--- src/rtl/m_imem_loader.sv ---
// Byte-stream program loader: takes a little-endian word count N, then N little-endian words,
// and writes them to IMEM addresses 0..N-1 while holding the core in reset.
module m_imem_loader #(
  parameter int WIDTH = 32,
  parameter int ENTRY = 256,
  localparam int AW = $clog2(ENTRY)
) (
  input  logic             CLK,
  input  logic             RST_X,
  input  logic             I_START,
  input  logic             I_VALID,
  input  logic [7:0]       I_DATA,
  output logic             O_READY,
  output logic             O_WE,
  output logic [AW-1:0]    O_WADDR,
  output logic [WIDTH-1:0] O_WDATA,
  output logic             O_CORE_RST_X,
  output logic             O_DONE,
  output logic             O_ERR
);

  typedef enum logic [1:0] {S_LEN, S_DATA, S_DONE} state_t;

  state_t      state, state_nxt;
  logic [1:0]  byte_cnt;
  logic [31:0] word_cnt;
  logic [31:0] n_len;
  logic [23:0] shbuf;
  logic        accept, last_byte;
  logic [31:0] len_full;
  logic [31:0] word_full;

  assign accept    = I_VALID & O_READY;
  assign last_byte = (byte_cnt == 2'd3);
  // Both the length and the data word are shifted in LSB first, so the top byte arrives last.
  assign len_full  = {I_DATA, n_len[31:8]};
  assign word_full = {I_DATA, shbuf};

  always_ff @(posedge CLK or negedge RST_X) begin
    if (!RST_X) state <= S_LEN;
    else        state <= state_nxt;
  end

  always_comb begin
    state_nxt = state;
    case (state)
      S_LEN:  if (accept && last_byte) state_nxt = (len_full == 32'd0) ? S_DONE : S_DATA;
      S_DATA: if (accept && last_byte && (word_cnt == n_len - 32'd1)) state_nxt = S_DONE;
      S_DONE: if (I_START) state_nxt = S_LEN;
      default: state_nxt = S_LEN;
    endcase
  end

  always_ff @(posedge CLK or negedge RST_X) begin
    if (!RST_X) begin
      byte_cnt     <= 2'd0;
      word_cnt     <= 32'd0;
      n_len        <= 32'd0;
      shbuf        <= 24'd0;
      O_READY      <= 1'b0;
      O_WE         <= 1'b0;
      O_WADDR      <= '0;
      O_WDATA      <= '0;
      O_CORE_RST_X <= 1'b0;
      O_DONE       <= 1'b0;
      O_ERR        <= 1'b0;
    end else begin
      O_WE         <= 1'b0;
      // Ready and status lead the state by one edge so they are valid in the state's first cycle.
      O_READY      <= (state_nxt != S_DONE);
      O_DONE       <= (state_nxt == S_DONE);
      O_CORE_RST_X <= (state_nxt == S_DONE);
      if (accept) byte_cnt <= byte_cnt + 2'd1;
      case (state)
        S_LEN: if (accept) begin
          n_len <= len_full;
          if (last_byte) begin
            word_cnt <= 32'd0;
            if (len_full > 32'(ENTRY)) O_ERR <= 1'b1;
          end
        end
        S_DATA: if (accept) begin
          shbuf <= word_full[31:8];
          if (last_byte) begin
            word_cnt <= word_cnt + 32'd1;
            // Words past the end of IMEM are consumed but never written.
            if (word_cnt < 32'(ENTRY)) begin
              O_WE    <= 1'b1;
              O_WADDR <= word_cnt[AW-1:0];
              O_WDATA <= word_full;
            end
          end
        end
        S_DONE: if (I_START) begin
          byte_cnt <= 2'd0;
          word_cnt <= 32'd0;
          n_len    <= 32'd0;
          O_ERR    <= 1'b0;
        end
        default: ;
      endcase
    end
  end

endmodule
--- config.mk ---
export PLATFORM = sky130hd
export DESIGN_NAME = m_imem_loader
export DESIGN_NICKNAME = d
export VERILOG_FILES = /design/src/rtl/m_imem_loader.sv
export SDC_FILE = /design/constraint.sdc
export NUM_CORES = 1
export LEC_CHECK = 0
export ABC_AREA = 1
export BUFFER_PORTS_ARGS = -buffer_cell sky130_fd_sc_hd__buf_2
export CORE_ASPECT_RATIO = 1.4
export CORE_MARGIN = 1.5
export CORE_UTILIZATION = 40
export CTS_CLUSTER_DIAMETER = 30
export CTS_CLUSTER_SIZE = 20
export DETAILED_ROUTE_END_ITERATION = 10
export HOLD_SLACK_MARGIN = 0.03
export SLEW_MARGIN = 20
export SYNTH_ARGS = -nofsm -noshare
export SYNTH_HDL_FRONTEND = slang
export SYNTH_SLANG_ARGS = --single-unit
--- constraint.sdc ---
create_clock -name CLK -period 4 [get_ports CLK]
set_clock_uncertainty 0.15 [all_clocks]
set_input_delay 0.4 -clock CLK [delete_from_list [all_inputs] [get_ports CLK]]
set_output_delay 0.4 -clock CLK [all_outputs]
set_load 0.02 [all_outputs]
==> results of run 1 <==
## cell families (layout without fill, tap and decap cells)
group,count (synthesis),after routing,share of synthesized area
simple gates,479,479,0.301
flops,136,136,0.470
buf+inv,162,235,0.0852
xor+xnor,22,22,0.0266
compound gates,148,148,0.111
fa+ha+maj,3,3,0.00519
## area by class of cell
cell class | instances | share of cell area
Clock inverter | 13 | 0.0172
Sequential cell | 136 | 0.406
Clock buffer | 19 | 0.0528
Inverter | 138 | 0.0617
Multi-Input combinational cell | 652 | 0.384
Tap cell | 240 | 0.0358
Timing Repair Buffer | 65 | 0.0425
## through the flow
| stage | hold WS, ps | power (mW) | std cells |
|---|---|---|---|
| 2_1_floorplan | -45.6 | 4.15 | 950 |
| 5_1_grt | 171 | 7.10 | 1263 |
| 3_3_place_gp | 305 | 4.98 | 1230 |
| 3_5_place_dp | 304 | 5.02 | 1230 |
| 4_1_cts | 137 | 6.62 | 1263 |
| 6_report | 149 | 6.58 | 1263 |
## repair_timing
| action | in CTS | in global routing |
|---|---|---|
| setup endpoints to repair | 0 | 0 |
| hold endpoints to repair | 89 | 0 |
| hold buffers | 1 | 0 |
## power groups by stage
stage / sequential, mW / combinational [mW] / clock [mW]
after floorplan: 2.34 / 1.81 / 0
after global placement: 2.30 / 2.68 / 0
after detailed placement: 2.30 / 2.71 / 0
after CTS: 2.29 / 2.72 / 1.60
after global routing: 2.36 / 3.08 / 1.66
final: 2.30 / 2.72 / 1.57
## registers in the layout, indices dropped and copies added (netlist names)
name / count
O_WDATA: 32
n_len: 32
word_cnt: 32
shbuf: 24
O_WADDR: 8
byte_cnt: 2
state: 2
O_DONE: 1
O_ERR: 1
O_READY: 1
O_WE: 1
## layout by cell type, fill, tap and decap left out, drive strengths merged
cell type and n:
or4 1, buf 64, xor2 11, nor2 107, xnor2 11, clkbuf 19
a211oi 3, nand3 45, nand2 266, o211ai 1, o21ai 82, a221oi 1
bufinv 2, ha 3, nor3 26, nand4 20, o21a 1, inv 139
or2 1, dlygate4sd3 1, a21oi 25, clkinv 6, dfrtp 136, nor4 4
nand3b 8, clkinvlp 4, o22ai 32, a31oi 2, a2111oi 1, nor3b 1
## critical path, stage by stage, from the launching register on
cell and delay (ps):
dfrtp_1 470, inv_1 60, nor2_1 90, buf_4 180, nand4_1 90, nor3_1 290, nand2_2 580, buf_4 440
nand2_1 80, o21ai_0 70
## worst max-delay path by stage
| stage | to | cells past startpoint | from |
|---|---|---|---|
| after detailed placement | O_WDATA[1]$_DFFE_PN0P_ | 9 | byte_cnt[0]$_DFF_PN0_ |
| after global routing | O_WDATA[3]$_DFFE_PN0P_ | 9 | byte_cnt[0]$_DFF_PN0_ |
| final | O_WDATA[9]$_DFFE_PN0P_ | 9 | state[0]$_DFF_PN0_ |
| after floorplan | O_READY$_DFF_PN0_ | 15 | n_len[0]$_DFFE_PN0P_ |
| after global placement | O_WDATA[1]$_DFFE_PN0P_ | 9 | byte_cnt[0]$_DFF_PN0_ |
| after CTS | O_WDATA[1]$_DFFE_PN0P_ | 9 | byte_cnt[0]$_DFF_PN0_ |
## metal layers
layer	global-route usage	part of all wire	routed length, um	up-vias
li1	-	-	-	3180
met1	0.259	0.42	8300	2985
met2	0.400	0.52	10400	115
met3	0.0358	0.026	520	43
met4	0.108	0.036	712	0
met5	0	0	0	-
==> results.cfg, run 1 <==
[floorplanning]
dieArea_mm2 = 0.0189
initial_core_util = 0.406
coreArea_mm2 = 0.0179
rows = 58
die_w_um = 117
die_h_um = 162
io_pins = 57

[sta]
tightestPinTransition_ps = 910
maxSlewViolCount = 0
tns_ps = 0
maxClockFrequency_mhz = 377
slew_headroom = 0.391
final-hold-violation-count = 0
fin_ws_ps = 1350
fin_crit_ps = 2650
finalCritPeriodShare = 0.663
rsz0062_at_grt = false
setup_viol = 0

[global_route]
grt_pass1_wl_um = 32300
globalRouteOverflowTotal = 0
grt_pass1_vias = 6460
grt_usage = 0.225
grt_max_degree = 92
antenna_found_initial = 0

[logic_synthesis]
ys_seq_area_frac = 0.470
synth_nets = 965
synth_cells = 950
synth_edf_count = 0
ys_async_sr_fraction = 1.00
syn-cell-area_mm2 = 0.00724
ys_warn_count = 0
yosysMostFrequentCell = nand2_1
synth_flop_cell = dfrtp_1
synth.ff_latch_count = 136
syn_area_per_cell_um2 = 7.62
synth.distinct_cells = 39
ys_top_cells_by_area = dfrtp_1, nand2_1, inv_1
ys_top_cells_by_count = nand2_1, dfrtp_1, inv_1
synth_area_leader_cell = dfrtp_1
synthDominantCellAreaShare = 0.470

[finish]
nNetsFinal = 1025
syn2layout_area_growth_pct = 15.9
regArea_mm2 = 0.00340
antenna_cells = 0
design_area_mm2 = 0.00839
multiInputGateArea_mm2 = 0.00322
fin_util = 0.470
drive_above_1_share = 0.132
fillers = 1811

[cts]
cts_resized = 0
cts_tree = yes
cts_buffer_depth = 2
cts.clk_slew.worst_paths_ps = 60
cts_root_buf = clkbuf_16
cts_made_buffers = 17
htreeDepth = 4
cts.sinks = 136
clkLatencyLatePin_ps = 420
cts_setup_buffers = 0

[setup_path]
crit_path_end_kind = flop
required_ps = 4150
r2r-start = state[0]$_DFF_PN0_
cp-start-kind = flop
arrival_ps = 2800
r2r_end = O_WDATA[9]$_DFFE_PN0P_
ff2ff_path_depth = 9
path_max_fanout = 53
rrSetupSlack_ps = 1350
crit_type = reg -> reg

[routing]
vias = 6323
wl_per_cell_um = 15.8
drc = 0
wl_um = 20000
post_drt_via_cell_ratio = 5.01
final_antenna_net_count = 0
firstDrtPassIters = 5
drt_iter0_markers = 375

[placement]
place_area_mm2 = 0.00779
hpwl_um = 15000
gp_congestion = 0.976
numPortBuffers = 56
dp_slack_ps = 1320

[job]
drv_cap = 0

[worst_hold_path]
hold_path.class = in -> reg
holdPathEnd = shbuf[22]$_DFFE_PN0P_
min_from = I_DATA[6]
hold_depth = 3

[power]
pwr-share-comb = 0.412
p_seq_frac = 0.349
clockPowerShare = 0.239
switching_share = 0.445
powerDensity_mw_per_mm2 = 785
internal-power_mw = 3.65
switchingPower_mw = 2.93
ir_worst_vdd_v = 0.000330
power.leakage_nw = 4.17

[status]
status = finished clean
(Power assumes the default switching activity.)
==> run 2: changes to the inputs <==
Clock period 4 ns to 2.5 ns, I/O delays scaled along.
==> run 2 against run 1 <==
Compared with the run above: via count grew 0.38%; count of clock-buffer cells in the layout shrank 1; core utilization grew 1.7 points; routed wire length grew 1.6%; combinational power grew 71%; maximum frequency grew 15%; register-to-register slack lost 1100 ps; non-clock buffer count grew 22; flip-flop and latch count is the same; sequential share of layout area shrank 1.4 points; clock power grew 69%; global-route usage grew 0.27 points; critical path type unchanged; critical endpoint is now O_DONE$_DFF_PN0_.
==> results.cfg, run 2 (synthesized netlist as in run 1, its figures left out) <==
[status]
status = finished clean

[placement]
gp_congestion = 0.901
hpwl_um = 15500
numPortBuffers = 56

[global_route]
grt_pass1_vias = 6200
grt_pass1_wl_um = 32300
globalRouteOverflowTotal = 0
grt_max_degree = 65
antenna_found_initial = 0
grt_usage = 0.228

[floorplanning]
dieArea_mm2 = 0.0189
initial_core_util = 0.406
io_pins = 57
die_h_um = 162
die_w_um = 117
rows = 58
coreArea_mm2 = 0.0179

[finish]
final_common_cell = nand2_1
drive_above_1_share = 0.152
mostFrequentLayoutCells = nand2_1, dfrtp_1, inv_1
nNetsFinal = 1048
syn2layout_area_growth_pct = 20.0
antenna_cells = 0
top_regs = O_WDATA (32), n_len (32), word_cnt (32)

[power]
power_mw = 11.0
ir_worst_vdd_v = 0.000485
power.leakage_nw = 4.32
powerDensity_mw_per_mm2 = 1260

[setup_path]
crit_top_cell = nor2_1
crit_type = reg -> reg
cp-start-kind = flop
ff2ff_path_depth = 11
slowest_delay_ps = 460
crit_chain = nor2_1, nand2_1, nor2_2, nand2_1, nor2_1, xor2_1, nor2_1, nand3_1, nor2_2, nand3_1, a21oi_1
rrSetupSlack_ps = 200
crit_slowest_cell = dfrtp_1
crit_path_end_kind = flop
path_max_fanout = 4
arrival_ps = 2490
required_ps = 2690

[cts]
cts_buffer_depth = 2
cts_made_buffers = 17
htreeDepth = 4
cts.sinks = 136
cts.clk_slew.worst_paths_ps = 70
clkLatencyLatePin_ps = 430
cts_root_buf = clkbuf_16
cts_tree = yes

[sta]
setup_viol = 0
fin_crit_ps = 2300
slew_headroom = 0.607
final-hold-violation-count = 0
maxClockFrequency_mhz = 435
tns_ps = 0
rsz0062_at_grt = false
tightestPinTransition_ps = 589
finalCritPeriodShare = 0.919
maxSlewViolCount = 0

[worst_hold_path]
hold_depth = 3
hold_path.class = in -> reg

[routing]
drt_iter0_markers = 401
post_drt_via_cell_ratio = 4.94
final_antenna_net_count = 0
wl_um = 20300
vias = 6347
drc = 0
wl_per_cell_um = 15.8
firstDrtPassIters = 5

[job]
drv_cap = 0
==> run 2: worst paths after layout <==
| path | end | startpoint |
|---|---|---|
| min in group asynchronous | O_WDATA[8]$_DFFE_PN0P_ | RST_X |
| max reg2reg | O_DONE$_DFF_PN0_ | n_len[9]$_DFFE_PN0P_ |
| min | shbuf[19]$_DFFE_PN0P_ | I_DATA[3] |
| max | O_DONE$_DFF_PN0_ | n_len[9]$_DFFE_PN0P_ |
| min reg2reg | O_WDATA[5]$_DFFE_PN0P_ | shbuf[5]$_DFFE_PN0P_ |
| max in group asynchronous | n_len[20]$_DFFE_PN0P_ | RST_X |
==> run 2: critical path: cells and delay by family, from the launching register on <==
family	cells	cell delay, ps
xor+xnor	1	110
simple gates	9	1320
flops	1	460
compound gates	1	180
==> run 2: layout make-up <==
class                   instances  area (um2)
multi-input cells             653        3280
well taps                     240         300
repair buffers                 87         572
flip-flops and latches        136        3400
inverters                     138         518
clock buffers                  18         429
fillers                      1808        9160
clock inverters                14         188
==> run 2: timing repair <==
item,CTS,global route
hold buffers,6,0
setup buffers,0,2
hold endpoints to repair,73,0
endpoints found under the setup margin,0,4
resized for setup,0,13
==> run 2: through the flow <==
step                      utilization  cells  instance area [um2]  hold slack [ps]  setup slack [ps]
after floorplan                     -    950                 7240             -196               419
after CTS                       0.483   1283                 8620             31.1              29.1
final                           0.487   1286                 8690             36.1               203
after detailed placement        0.445   1245                 7940              131              49.1
after global placement          0.445   1245                 7940              136               104
after global routing            0.487   1286                 8690             47.4              2.04
==> run 2: routing by layer <==
metal / up-vias / part of all wire / track usage
li1: 3239 / - / -
met1: 2947 / 0.42 / 0.272
met2: 121 / 0.51 / 0.393
met3: 40 / 0.026 / 0.0336
met4: 0 / 0.040 / 0.116
met5: - / 0 / 0
==> run 2: power by group <==
part / switching (mW) / internal (mW)
combinational: 3.07 / 1.58
clock: 1.06 / 1.60
sequential: 0.710 / 2.95
